==> config.mk <==
export PLATFORM = sky130hd
export DESIGN_NAME = tsc_capture_ctrl_flat
export DESIGN_NICKNAME = d
export VERILOG_FILES = /design/src/rtl/tsc_capture_ctrl_pkg.sv /design/src/rtl/tsc_capture_ctrl_if.sv /design/src/rtl/tsc_capture_ctrl_ring_ram.sv /design/src/rtl/tsc_capture_ctrl.sv /design/src/flat_wrapper.sv
export SDC_FILE = /design/constraint.sdc
export NUM_CORES = 1
export LEC_CHECK = 0
export BUFFER_PORTS_ARGS = -buffer_cell sky130_fd_sc_hd__clkbuf_2
export CAP_MARGIN = 20
export CORE_ASPECT_RATIO = 1.5
export CORE_MARGIN = 2
export CORE_UTILIZATION = 50
export CTS_CLUSTER_DIAMETER = 120
export DETAILED_ROUTE_END_ITERATION = 12
export PLACE_DENSITY = 0.65
export SETUP_SLACK_MARGIN = 0.5
export SLEW_MARGIN = 0
export SYNTH_ARGS = -nofsm -noshare
export SYNTH_HDL_FRONTEND = slang
export SYNTH_HIERARCHICAL = 1
export SYNTH_SLANG_ARGS = --single-unit
==> constraint.sdc <==
create_clock -name clk -period 3.64 [get_ports clk]
set_input_delay 0.364 -clock clk [delete_from_list [all_inputs] [get_ports clk]]
set_output_delay 0.364 -clock clk [all_outputs]
set_load 0.05 [all_outputs]
==> src/rtl/tsc_capture_ctrl_pkg.sv <==
// -----------------------------------------------------------------------------
// tsc_pkg
// Shared definitions for the trigger-surround capture controller: FSM state
// encoding (also exported on the debug state port) and default geometry.
// -----------------------------------------------------------------------------
package tsc_pkg;

  typedef enum logic [2:0] {
    ST_IDLE = 3'd0,
    ST_ARM  = 3'd1,
    ST_RUN  = 3'd2,
    ST_POST = 3'd3,
    ST_DONE = 3'd4,
    ST_SEND = 3'd5
  } tsc_state_e;

  localparam int unsigned DW_DEF     = 8;
  localparam int unsigned DEPTH_DEF  = 32;
  localparam int unsigned PRE_DEF    = 16;
  localparam logic [7:0]  TRIGVL_DEF = 8'hD5;

endpackage

==> src/rtl/tsc_capture_ctrl_if.sv <==
// -----------------------------------------------------------------------------
// tsc_capture_ctrl_if
// 4-phase req/rdy sample handshake between the capture controller (master)
// and the ADC (slave).
//   req  master->slave  request a sample
//   rdy  slave->master  sample valid / acknowledge
//   dat  slave->master  sample, valid while rdy=1
// -----------------------------------------------------------------------------
interface tsc_capture_ctrl_if
  import tsc_pkg::*;
#(
  parameter int unsigned DW = DW_DEF
);
  logic          req;
  logic          rdy;
  logic [DW-1:0] dat;

  modport master (output req, input rdy, input dat);
  modport slave  (input req, output rdy, output dat);
endinterface

==> src/rtl/tsc_capture_ctrl_ring_ram.sv <==
// -----------------------------------------------------------------------------
// tsc_ring_ram
// DEPTH x DW sample ring. Synchronous write, combinational read, no reset
// (contents are always fully rewritten by a capture before being read).
//   clk    in  write clock
//   we     in  write enable
//   waddr  in  write address
//   wdata  in  write data
//   raddr  in  read address
//   rdata  out read data (combinational)
// -----------------------------------------------------------------------------
module tsc_ring_ram #(
  parameter int unsigned DW    = 8,
  parameter int unsigned DEPTH = 32,
  localparam int unsigned AW   = $clog2(DEPTH)
) (
  input  logic          clk,
  input  logic          we,
  input  logic [AW-1:0] waddr,
  input  logic [DW-1:0] wdata,
  input  logic [AW-1:0] raddr,
  output logic [DW-1:0] rdata
);

  logic [DW-1:0] mem [DEPTH];

  always_ff @(posedge clk) begin
    if (we) mem[waddr] <= wdata;
  end

  assign rdata = mem[raddr];

endmodule

==> src/rtl/tsc_capture_ctrl.sv <==
// -----------------------------------------------------------------------------
// tsc_capture_ctrl
// Capture sequencer for the trigger-surround cache. Pulls samples from the ADC
// over a 4-phase handshake into a ring, detects the trigger, freezes a window
// of PRE samples before and DEPTH-PRE-1 after the trigger sample, and on
// request shifts the window out serially (oldest sample first, MSB first).
//   clk     in   system clock
//   reset   in   async active-low reset
//   start   in   begin a capture (IDLE/DONE only)
//   sbf     in   send the frozen window (DONE only, wins over start)
//   adc     if   master side of the ADC handshake
//   trd     out  trigger detected (level, cleared on next ARM)
//   trigtm  out  free-running timer value at the trigger accept edge
//   sd      out  serial data
//   cd      out  one-cycle transfer-complete pulse
//   state   out  FSM state (debug)
//
// state | meaning
// IDLE  | waiting for start
// ARM   | filling PRE pre-trigger samples, trigger ignored
// RUN   | sampling, looking for sample >= TRIGVL
// POST  | collecting DEPTH-PRE-1 post-trigger samples
// DONE  | ring frozen, oldest sample at wr_ptr
// SEND  | shifting DEPTH*DW bits out on sd
// -----------------------------------------------------------------------------
module tsc_capture_ctrl
  import tsc_pkg::*;
#(
  parameter int unsigned   DW     = DW_DEF,
  parameter int unsigned   DEPTH  = DEPTH_DEF,
  parameter int unsigned   PRE    = PRE_DEF,
  parameter logic [DW-1:0] TRIGVL = DW'(TRIGVL_DEF)
) (
  input  logic        clk,
  input  logic        reset,
  input  logic        start,
  input  logic        sbf,
  tsc_capture_ctrl_if.master adc,
  output logic        trd,
  output logic [31:0] trigtm,
  output logic        sd,
  output logic        cd,
  output logic [2:0]  state
);

  localparam int unsigned AW     = $clog2(DEPTH);
  localparam int unsigned BW     = (DW > 1) ? $clog2(DW) : 1;
  localparam int unsigned CW     = $clog2(DEPTH * DW);
  localparam int unsigned POST_N = DEPTH - PRE - 1;

  tsc_state_e    st_q;
  logic [31:0]   timer_q;
  logic          req_q;
  logic          hs_wait;
  logic [AW-1:0] wr_ptr;
  logic [AW-1:0] rd_ptr;
  logic [AW-1:0] pre_cnt;
  logic [AW-1:0] post_cnt;
  logic [CW-1:0] bit_cnt;
  logic [BW-1:0] bit_idx;
  logic [DW-1:0] shreg;
  logic [AW-1:0] rd_addr;
  logic [DW-1:0] rd_data;
  logic          accept;
  logic          capturing;

  assign adc.req   = req_q;
  assign state     = st_q;
  // req_q is only ever high in ARM/RUN/POST, so rdy outside those is ignored.
  assign accept    = req_q & adc.rdy;
  assign capturing = (st_q == ST_ARM) || (st_q == ST_RUN) || (st_q == ST_POST);
  // DONE reads the oldest sample to preload the shifter; SEND walks forward.
  assign rd_addr   = (st_q == ST_SEND) ? rd_ptr : wr_ptr;

  tsc_ring_ram #(
    .DW    (DW),
    .DEPTH (DEPTH)
  ) u_ring (
    .clk   (clk),
    .we    (accept),
    .waddr (wr_ptr),
    .wdata (adc.dat),
    .raddr (rd_addr),
    .rdata (rd_data)
  );

  always_ff @(posedge clk or negedge reset) begin
    if (!reset) timer_q <= '0;
    else        timer_q <= timer_q + 32'd1;
  end

  always_ff @(posedge clk or negedge reset) begin
    if (!reset) begin
      st_q     <= ST_IDLE;
      req_q    <= 1'b0;
      hs_wait  <= 1'b0;
      trd      <= 1'b0;
      trigtm   <= '0;
      sd       <= 1'b0;
      cd       <= 1'b0;
      wr_ptr   <= '0;
      rd_ptr   <= '0;
      pre_cnt  <= '0;
      post_cnt <= '0;
      bit_cnt  <= '0;
      bit_idx  <= '0;
      shreg    <= '0;
    end else begin
      cd <= 1'b0;

      if (accept) wr_ptr <= wr_ptr + AW'(1);

      // Drop req on the accept edge; re-raise on the edge that sees rdy low.
      if (accept) begin
        req_q   <= 1'b0;
        hs_wait <= 1'b1;
      end else if (capturing && hs_wait && !adc.rdy) begin
        req_q   <= 1'b1;
        hs_wait <= 1'b0;
      end

      unique case (st_q)
        ST_IDLE: begin
          if (start) begin
            st_q    <= ST_ARM;
            trd     <= 1'b0;
            pre_cnt <= '0;
            // If the ADC is still holding rdy, wait for it to drop first.
            req_q   <= !adc.rdy;
            hs_wait <= adc.rdy;
          end
        end

        ST_ARM: begin
          if (accept) begin
            pre_cnt <= pre_cnt + AW'(1);
            if (pre_cnt == AW'(PRE - 1)) st_q <= ST_RUN;
          end
        end

        ST_RUN: begin
          if (accept && (adc.dat >= TRIGVL)) begin
            trd      <= 1'b1;
            trigtm   <= timer_q;
            post_cnt <= AW'(POST_N);
            st_q     <= (POST_N == 0) ? ST_DONE : ST_POST;
          end
        end

        ST_POST: begin
          if (accept) begin
            post_cnt <= post_cnt - AW'(1);
            if (post_cnt == AW'(1)) st_q <= ST_DONE;
          end
        end

        ST_DONE: begin
          if (sbf) begin
            st_q    <= ST_SEND;
            shreg   <= rd_data;
            sd      <= rd_data[DW-1];
            rd_ptr  <= wr_ptr + AW'(1);
            bit_idx <= '0;
            bit_cnt <= CW'(DEPTH * DW - 1);
          end else if (start) begin
            st_q    <= ST_ARM;
            trd     <= 1'b0;
            pre_cnt <= '0;
            req_q   <= !adc.rdy;
            hs_wait <= adc.rdy;
          end
        end

        ST_SEND: begin
          if (bit_cnt == '0) begin
            sd   <= 1'b0;
            cd   <= 1'b1;
            st_q <= ST_IDLE;
          end else begin
            bit_cnt <= bit_cnt - CW'(1);
            if (bit_idx == BW'(DW - 1)) begin
              shreg   <= rd_data;
              sd      <= rd_data[DW-1];
              rd_ptr  <= rd_ptr + AW'(1);
              bit_idx <= '0;
            end else begin
              shreg   <= shreg << 1;
              sd      <= shreg[DW-2];
              bit_idx <= bit_idx + BW'(1);
            end
          end
        end

        default: st_q <= ST_IDLE;
      endcase
    end
  end

endmodule
==> src/flat_wrapper.sv <==
// flat-port wrapper written by rule: the top's interface ports become plain ports
module tsc_capture_ctrl_flat import tsc_pkg::*;
#(
  parameter int unsigned   DW     = DW_DEF,
  parameter int unsigned   DEPTH  = DEPTH_DEF,
  parameter int unsigned   PRE    = PRE_DEF,
  parameter logic [DW-1:0] TRIGVL = DW'(TRIGVL_DEF)
)
  (clk, reset, start, sbf, trd, trigtm, sd, cd, state, adc_req, adc_rdy, adc_dat);
  tsc_capture_ctrl_if #(.DW(DW)) adc_i ();
  input  logic clk;
  input  logic reset;
  input  logic start;
  input  logic sbf;
  output logic trd;
  output logic [31:0] trigtm;
  output logic sd;
  output logic cd;
  output logic [2:0] state;
  output wire logic [$bits(adc_i.req)-1:0] adc_req;
  input wire logic [$bits(adc_i.rdy)-1:0] adc_rdy;
  input wire logic [$bits(adc_i.dat)-1:0] adc_dat;
  assign adc_req = adc_i.req;
  assign adc_i.rdy = adc_rdy;
  assign adc_i.dat = adc_dat;
  tsc_capture_ctrl #(.DW(DW), .DEPTH(DEPTH), .PRE(PRE), .TRIGVL(TRIGVL)) u_core (.clk(clk), .reset(reset), .start(start), .sbf(sbf), .adc(adc_i), .trd(trd), .trigtm(trigtm), .sd(sd), .cd(cd), .state(state));
endmodule
# Word level (Yosys, flattened, before mapping)
# Memory sizes are Yosys's and may differ from the RTL's.
# Cells that the tools add are included.
# totals
latchBits	0
romBits	0
inputBits	13
ff_bits	110
ram_bits	256
n_memories	1
# op_classes
n_eq_ne	18
order_cmp	1
div	0
muxes	54
reduce_logical	20
bitwise_logic	1
shifts	0
addsub	7
multipliers	0
# memory_table
memory	depth	word_bits	read_ports	rd_ports_with_merged_regs	write_ports	line_no	source
u_core.u_ring.mem	32	8	1	0	1	tsc_capture_ctrl_ring_ram.sv:25	logic [DW-1:0] mem [DEPTH];
# op_table
op	count
$mux 5	9
$mux 3	11
$add 32x1->32 const B	1
$mux 7	3
$pmux 5 s2	2
$mux 1	18
$pmux 3 s6	1
$mux 8	2
$ne 2x2->1 const B	8
$pmux 8 s2	1
$add 5x1->5 const B	3
$pmux 5 s3	1
$pmux 7 s2	1
$reduce_and 3->1	4
$eq 3x3->1 const B	3
$ge 8x8->1 const B	1
$logic_not 8->1	1
$sub 8x1->8 const B	1
$eq 3x2->1 const B	2
$pmux 1 s2	3
$pmux 3 s2	1
$reduce_and 6->1	1
$reduce_bool 3->1	2
$eq 5x1->1 const B	1
14 further kinds	20

# Longest topological paths before layout
# depth
depth_word	10
depth_mapped	13

# By module
# The synthesis kept the hierarchy.
# modules_own_cells
mod	area_per_inst_um2	seq_area_each_um2	cells_per_inst	n_inst
tsc_ring_ram	9893.2	7687.4	409	1
tsc_capture_ctrl	5137.4	2752.6	456	1

# Worst setup path before layout
# OpenSTA, ideal clock, no wires.
# synth_path
path_kind	flip-flop to flip-flop
from	reg u_core.st_q[0] (netlist: u_core/state[0])
to	reg u_core.shreg[6]
t_arrival_ns	3.564
n_path_buf	5
path_stages_with_launch	13
period_less_slack_ns	3.686
required_ns	3.517
slack_ns	-0.046
setup_time_ns	0.123
cell_sequence	dfrtp_1 -> buf_2 -> and3b_1 -> buf_2 -> buf_1 -> nand2_1 -> nand2_1 -> clkbuf_1 -> clkbuf_1 -> mux4_2 -> mux4_2 -> mux2_2 -> o221a_2
# synth_between
elab_chain_len	6
elab_cells_between_ends	12
cone_classes	4 x eq/ne; 5 x mux; 2 x reduce/logical; 1 x memory
# synth_lines
item	line_no	source
start: declaration	tsc_capture_ctrl.sv:51	tsc_state_e st_q;
start signal: assignment	tsc_capture_ctrl.sv:146	st_q <= (POST_N == 0) ? ST_DONE : ST_POST;
$eq 3x3->1 (*)	tsc_capture_ctrl.sv:73	assign rd_addr = (st_q == ST_SEND) ? rd_ptr : wr_ptr;
$mux 5 (*)	tsc_capture_ctrl.sv:73	
net u_core.rd_addr[2]	tsc_capture_ctrl.sv:62	logic [AW-1:0] rd_addr;
$mem_v2 32x8 (*)	n/a	
net u_core.rd_data[6]	tsc_capture_ctrl.sv:63	logic [DW-1:0] rd_data;
$mux 7	tsc_capture_ctrl.sv:181	if (bit_idx == BW'(DW - 1)) begin
$mux 7	tsc_capture_ctrl.sv:175	if (bit_cnt == '0) begin
$pmux 7 s2 (*)	tsc_capture_ctrl.sv:122	unique case (st_q)
end signal: assignment	tsc_capture_ctrl.sv:160	shreg <= rd_data;
end signal: assignment	tsc_capture_ctrl.sv:182	shreg <= rd_data;
end signal: assignment	tsc_capture_ctrl.sv:187	shreg <= shreg << 1;
end: declaration	tsc_capture_ctrl.sv:61	logic [DW-1:0] shreg;
# Mark *: on every way through the listed nets, which the timed path passes. The rest lies on a longest branch. The select of a mux whose other input is x is not followed.
# A chain may end at the register's enable or synchronous reset.

# Worst setup path after layout
# Same ends and word-level chain as after synthesis.

==> summary.txt <==
===========================================================================================
Final layout net count .......................................................          989
Total count of hold-check failures in the final report .......................            0
Number of flops mapped to enable cells by yosys ..............................          256
Status ....................................................................... complete, no violations
Clock tree from TritonCTS ....................................................          yes
Worst reg2reg endpoint ....................................................... u_core/shreg[6]
Total standard cell area after synthesis .....................................  15000 sq um
Placed wire-length estimate after detailed placement .........................     21000 um
Port-buffer cells ............................................................           51
Fraction of registers with async set/reset ...................................        30.1%
Layout-stage area growth over the synthesis result ...........................        14.3%
Most frequent cell after synthesis ........................................... sky130_fd_sc_hd__edfxtp_1
Launch point of the worst reg-to-reg path .................................... u_core/state[0]
First-pass iteration count of the detailed router ............................            5
Share of the clock period used by the worst path .............................        82.7%
Setup repair after global routing missed its margin ..........................           no
Fraction of synthesized cell area taken by the top area cell type ............        51.1%
Top flip-flop cell by instance count after synthesis ......................... sky130_fd_sc_hd__edfxtp_1
Post-route minimum period ....................................................      3010 ps
Clock Latency Late Sink ......................................................       520 ps
Worst Setup End Kind .........................................................     register
Min-Delay Endpoint ........................................................... u_core/adc.req
Worst-case clock skew ........................................................      10.1 ps
Dominant combinational cell family by area after synthesis ................... multiplexers
Antenna diodes ...............................................................            0
Instance count of the mapped netlist .........................................          865
Vias per inst ................................................................         5.82
Filler cell count ............................................................         2277
Number of global-route vias before repair ....................................         8304
Via count ....................................................................         8041
Worst Hold Path Cells ........................................................            2
Aggregate global-route resource usage ........................................        21.0%
Post-Synth Simple-Gate Area ..................................................        6.83%
Die Span Y ...................................................................       216 um
# IOs ........................................................................           52
Post-route setup TNS .........................................................         0 ps
Worst hold margin ............................................................       112 ps
Number of synthesized register bits ..........................................          366
Number of placed instances with taps included ................................         1309
CORE AREA ....................................................................  29600 sq um
Multiplexer share of the synthesized area ....................................        15.6%
Data arrival time of the critical path .......................................      3410 ps
Number of warnings reported in the yosys synthesis log .......................            6
Synth Area in Compound Gates .................................................        2.97%
Floorplan die area ...........................................................  31500 sq um
Maximum number of pins on one net before global-route repair .................           59
Critical path class .......................................................... register to register
Highest fanout seen on the critical path .....................................           22
Max VDD drop .................................................................     0.389 mV
Leakage component of the power ...............................................      6.16 nW
Most area-hungry cell type in the Yosys netlist .............................. sky130_fd_sc_hd__edfxtp_1
Initial core utilization .....................................................        50.8%
Number of design-rule violations left by the first detailed-router iteration .          568
Number of nets produced by synthesis .........................................          889
Unique cell type count in the Yosys netlist ..................................           59
WL/cell ......................................................................      23.2 um
Worst hold path startpoint ...................................................      adc_rdy
Clock Root Buffer ............................................................ sky130_fd_sc_hd__clkbuf_16
# clock sinks ................................................................          366
Sum of routed wire length over all layers ....................................     32000 um
Kind of start point of the critical path .....................................     register
Final setup violating endpoints ..............................................            0
Htree depth ..................................................................            2
Worst reg2reg path depth .....................................................           10
Count of max-cap constraint violations .......................................            0
Hold Crit Class .............................................................. input pin to register
Number of nets with antenna violations after routing .........................            0
Total count of max-transition violations in the final report .................            0
Ranking of synthesized cells by instance count ............................... sky130_fd_sc_hd__edfxtp_1 (256), sky130_fd_sc_hd__dfrtp_1 (110), sky130_fd_sc_hd__mux4_2 (80)
Max Root-Sink Buffers ........................................................            3
Power density over cell area .................................................  471 nW/um^2
Final weighted congestion in routability-driven placement ....................        0.807
Total congestion overflow ....................................................            0
Standard-cell rows ...........................................................           77
Fraction of synthesized cell area in xor and xnor cells ......................        2.56%
WP data required .............................................................      4040 ps
Global-route wire length before repair .......................................     50000 um
Proportion of synthesized chip area in sequential cells ......................        69.5%
Transition at the pin with the smallest max-transition slack .................       997 ps
Antenna violations before repair .............................................            0
Achievable Freq ..............................................................      332 MHz
Number of remaining DRC errors ...............................................            0
Largest cells by area after synthesis ........................................ sky130_fd_sc_hd__edfxtp_1 (51%), sky130_fd_sc_hd__dfrtp_1 (18%), sky130_fd_sc_hd__mux4_2 (12%), sky130_fd_sc_hd__mux2_2 (3.1%), sky130_fd_sc_hd__xnor2_1 (1.7%)
Number of standard cells in the layout, taps in and fillers out ..............         1381
Headroom to the max-slew limit ...............................................        33.3%
Overall die width ............................................................       146 um
Clock-pin slew on the worst setup and hold paths .............................        60 ps
Worst setup slack for register-to-register paths .............................       630 ps
Average cell area after synthesis ............................................   17.4 sq um
Share of post-route cells with drive strength above 1 ........................        29.6%
Clock buffer count from CTS ..................................................           34
Post-Synth Adder-Cell Area ...................................................       0.916%
===========================================================================================
## per-stage QoR
stage          util (%)  worst slack (ps)  power (mW)  cell area (sq um)
2_1_floorplan         -               485        4.55              15200
3_3_place_gp       53.9               310        4.64              15900
3_5_place_dp       53.9               266        4.64              15900
4_1_cts            57.9               534        8.17              17100
5_1_grt            58.1               495        8.33              17200
6_report           58.1               631        8.09              17200
## sequential cells by signal (all words and copies together) (netlist names)
signal,flops
u_core/adc.req,1
u_core/bit_cnt,8
u_core/bit_idx,3
u_core/cd,1
u_core/hs_wait,1
u_core/post_cnt,5
u_core/pre_cnt,5
u_core/rd_ptr,5
u_core/sd,1
u_core/shreg,7
u_core/state,3
u_core/timer_q,32
u_core/trd,1
u_core/trigtm,32
u_core/u_ring/mem,256
u_core/wr_ptr,5
## worst max-delay path by stage
stage	from	end	slack, ps	cells after the start
floorplan	u_core/state[1]	u_core/shreg[6]	490	10
global placement	u_core/state[2]	u_core/sd	310	8
detailed placement	u_core/state[2]	u_core/sd	270	8
CTS	u_core/state[1]	u_core/sd	530	10
global route	u_core/state[0]	u_core/sd	500	11
finish	u_core/state[0]	u_core/shreg[6]	630	10
## cell usage in the layout, fill, tap and decap left out, drive strengths merged, types with 3 or more instances in the layout
master / n
nand3: 37
nor4: 3
or4: 4
edfxtp: 256
and4: 4
a21oi: 9
bufinv: 4
and3: 10
or3: 3
o211ai: 4
inv: 17
buf: 51
nand2: 40
and2: 3
ha: 11
nor2: 54
or3b: 4
mux2: 41
nand2b: 5
dfrtp: 110
clkinv: 8
nand4: 9
mux2i: 8
mux4: 80
o22ai: 3
xnor2: 29
o21a: 5
o31ai: 5
xor2: 15
clkbuf: 92
nor3: 5
nand3b: 6
o21ai: 21
or2: 3
## kinds of logic after synthesis
group,count (synthesis)
flip-flops,366
adder cells (fa/ha/maj),11
XOR/XNOR,44
AO/OA/AOI/OAI,65
buffers and inverters,53
AND/OR/NAND/NOR,197
multiplexers,129
## report_power, final
group / internal, mW / total, mW / switching [mW]
sequential: 4.46 / 4.46 / 0
clock: 2.07 / 3.53 / 1.47
combinational: 0.0146 / 0.0922 / 0.0775
total: 6.54 / 8.09 / 1.54
## critical path, stage by stage, from the launching register on
cell and delay (ps):
sky130_fd_sc_hd__dfrtp_2 460, sky130_fd_sc_hd__nand3b_1 100, sky130_fd_sc_hd__buf_4 150, sky130_fd_sc_hd__nand2_2 70
sky130_fd_sc_hd__o21ai_4 70, sky130_fd_sc_hd__buf_4 170, sky130_fd_sc_hd__buf_16 210, sky130_fd_sc_hd__mux4_2 560
sky130_fd_sc_hd__mux4_2 520, sky130_fd_sc_hd__mux2_2 280, sky130_fd_sc_hd__o221a_2 280
## layout make-up
type | count | area [sq um] | share of cell area, %
Timing Repair Buffer | 102 | 724 | 4.22
Clock inverter | 15 | 180 | 1.05
Sequential cell | 366 | 10400 | 60.8
Clock buffer | 42 | 912 | 5.31
Inverter | 15 | 56.3 | 0.328
Tap cell | 395 | 494 | 2.88
Multi-Input combinational cell | 446 | 4370 | 25.4
## per-layer routing
metal  vias to the layer above  track usage (%)  wire length, um
li1                       3574                -                -
met4                         0             7.78             1080
met1                      4149             26.7            12500
met3                        56             2.78             1820
met5                         -                0                0
met2                       262             37.1            16600
## timing repair
item / in CTS / in global routing
buffers inserted: 7 / 6
hold buffers: 1 / 0
endpoints found under the setup margin: 8 / 8
endpoints found under the hold margin: 57 / 0
gates resized for setup: 0 / 4
cloned: 1 / 0
pin swaps: 2 / 0
Note: power is estimated with default switching activity, not from simulation.
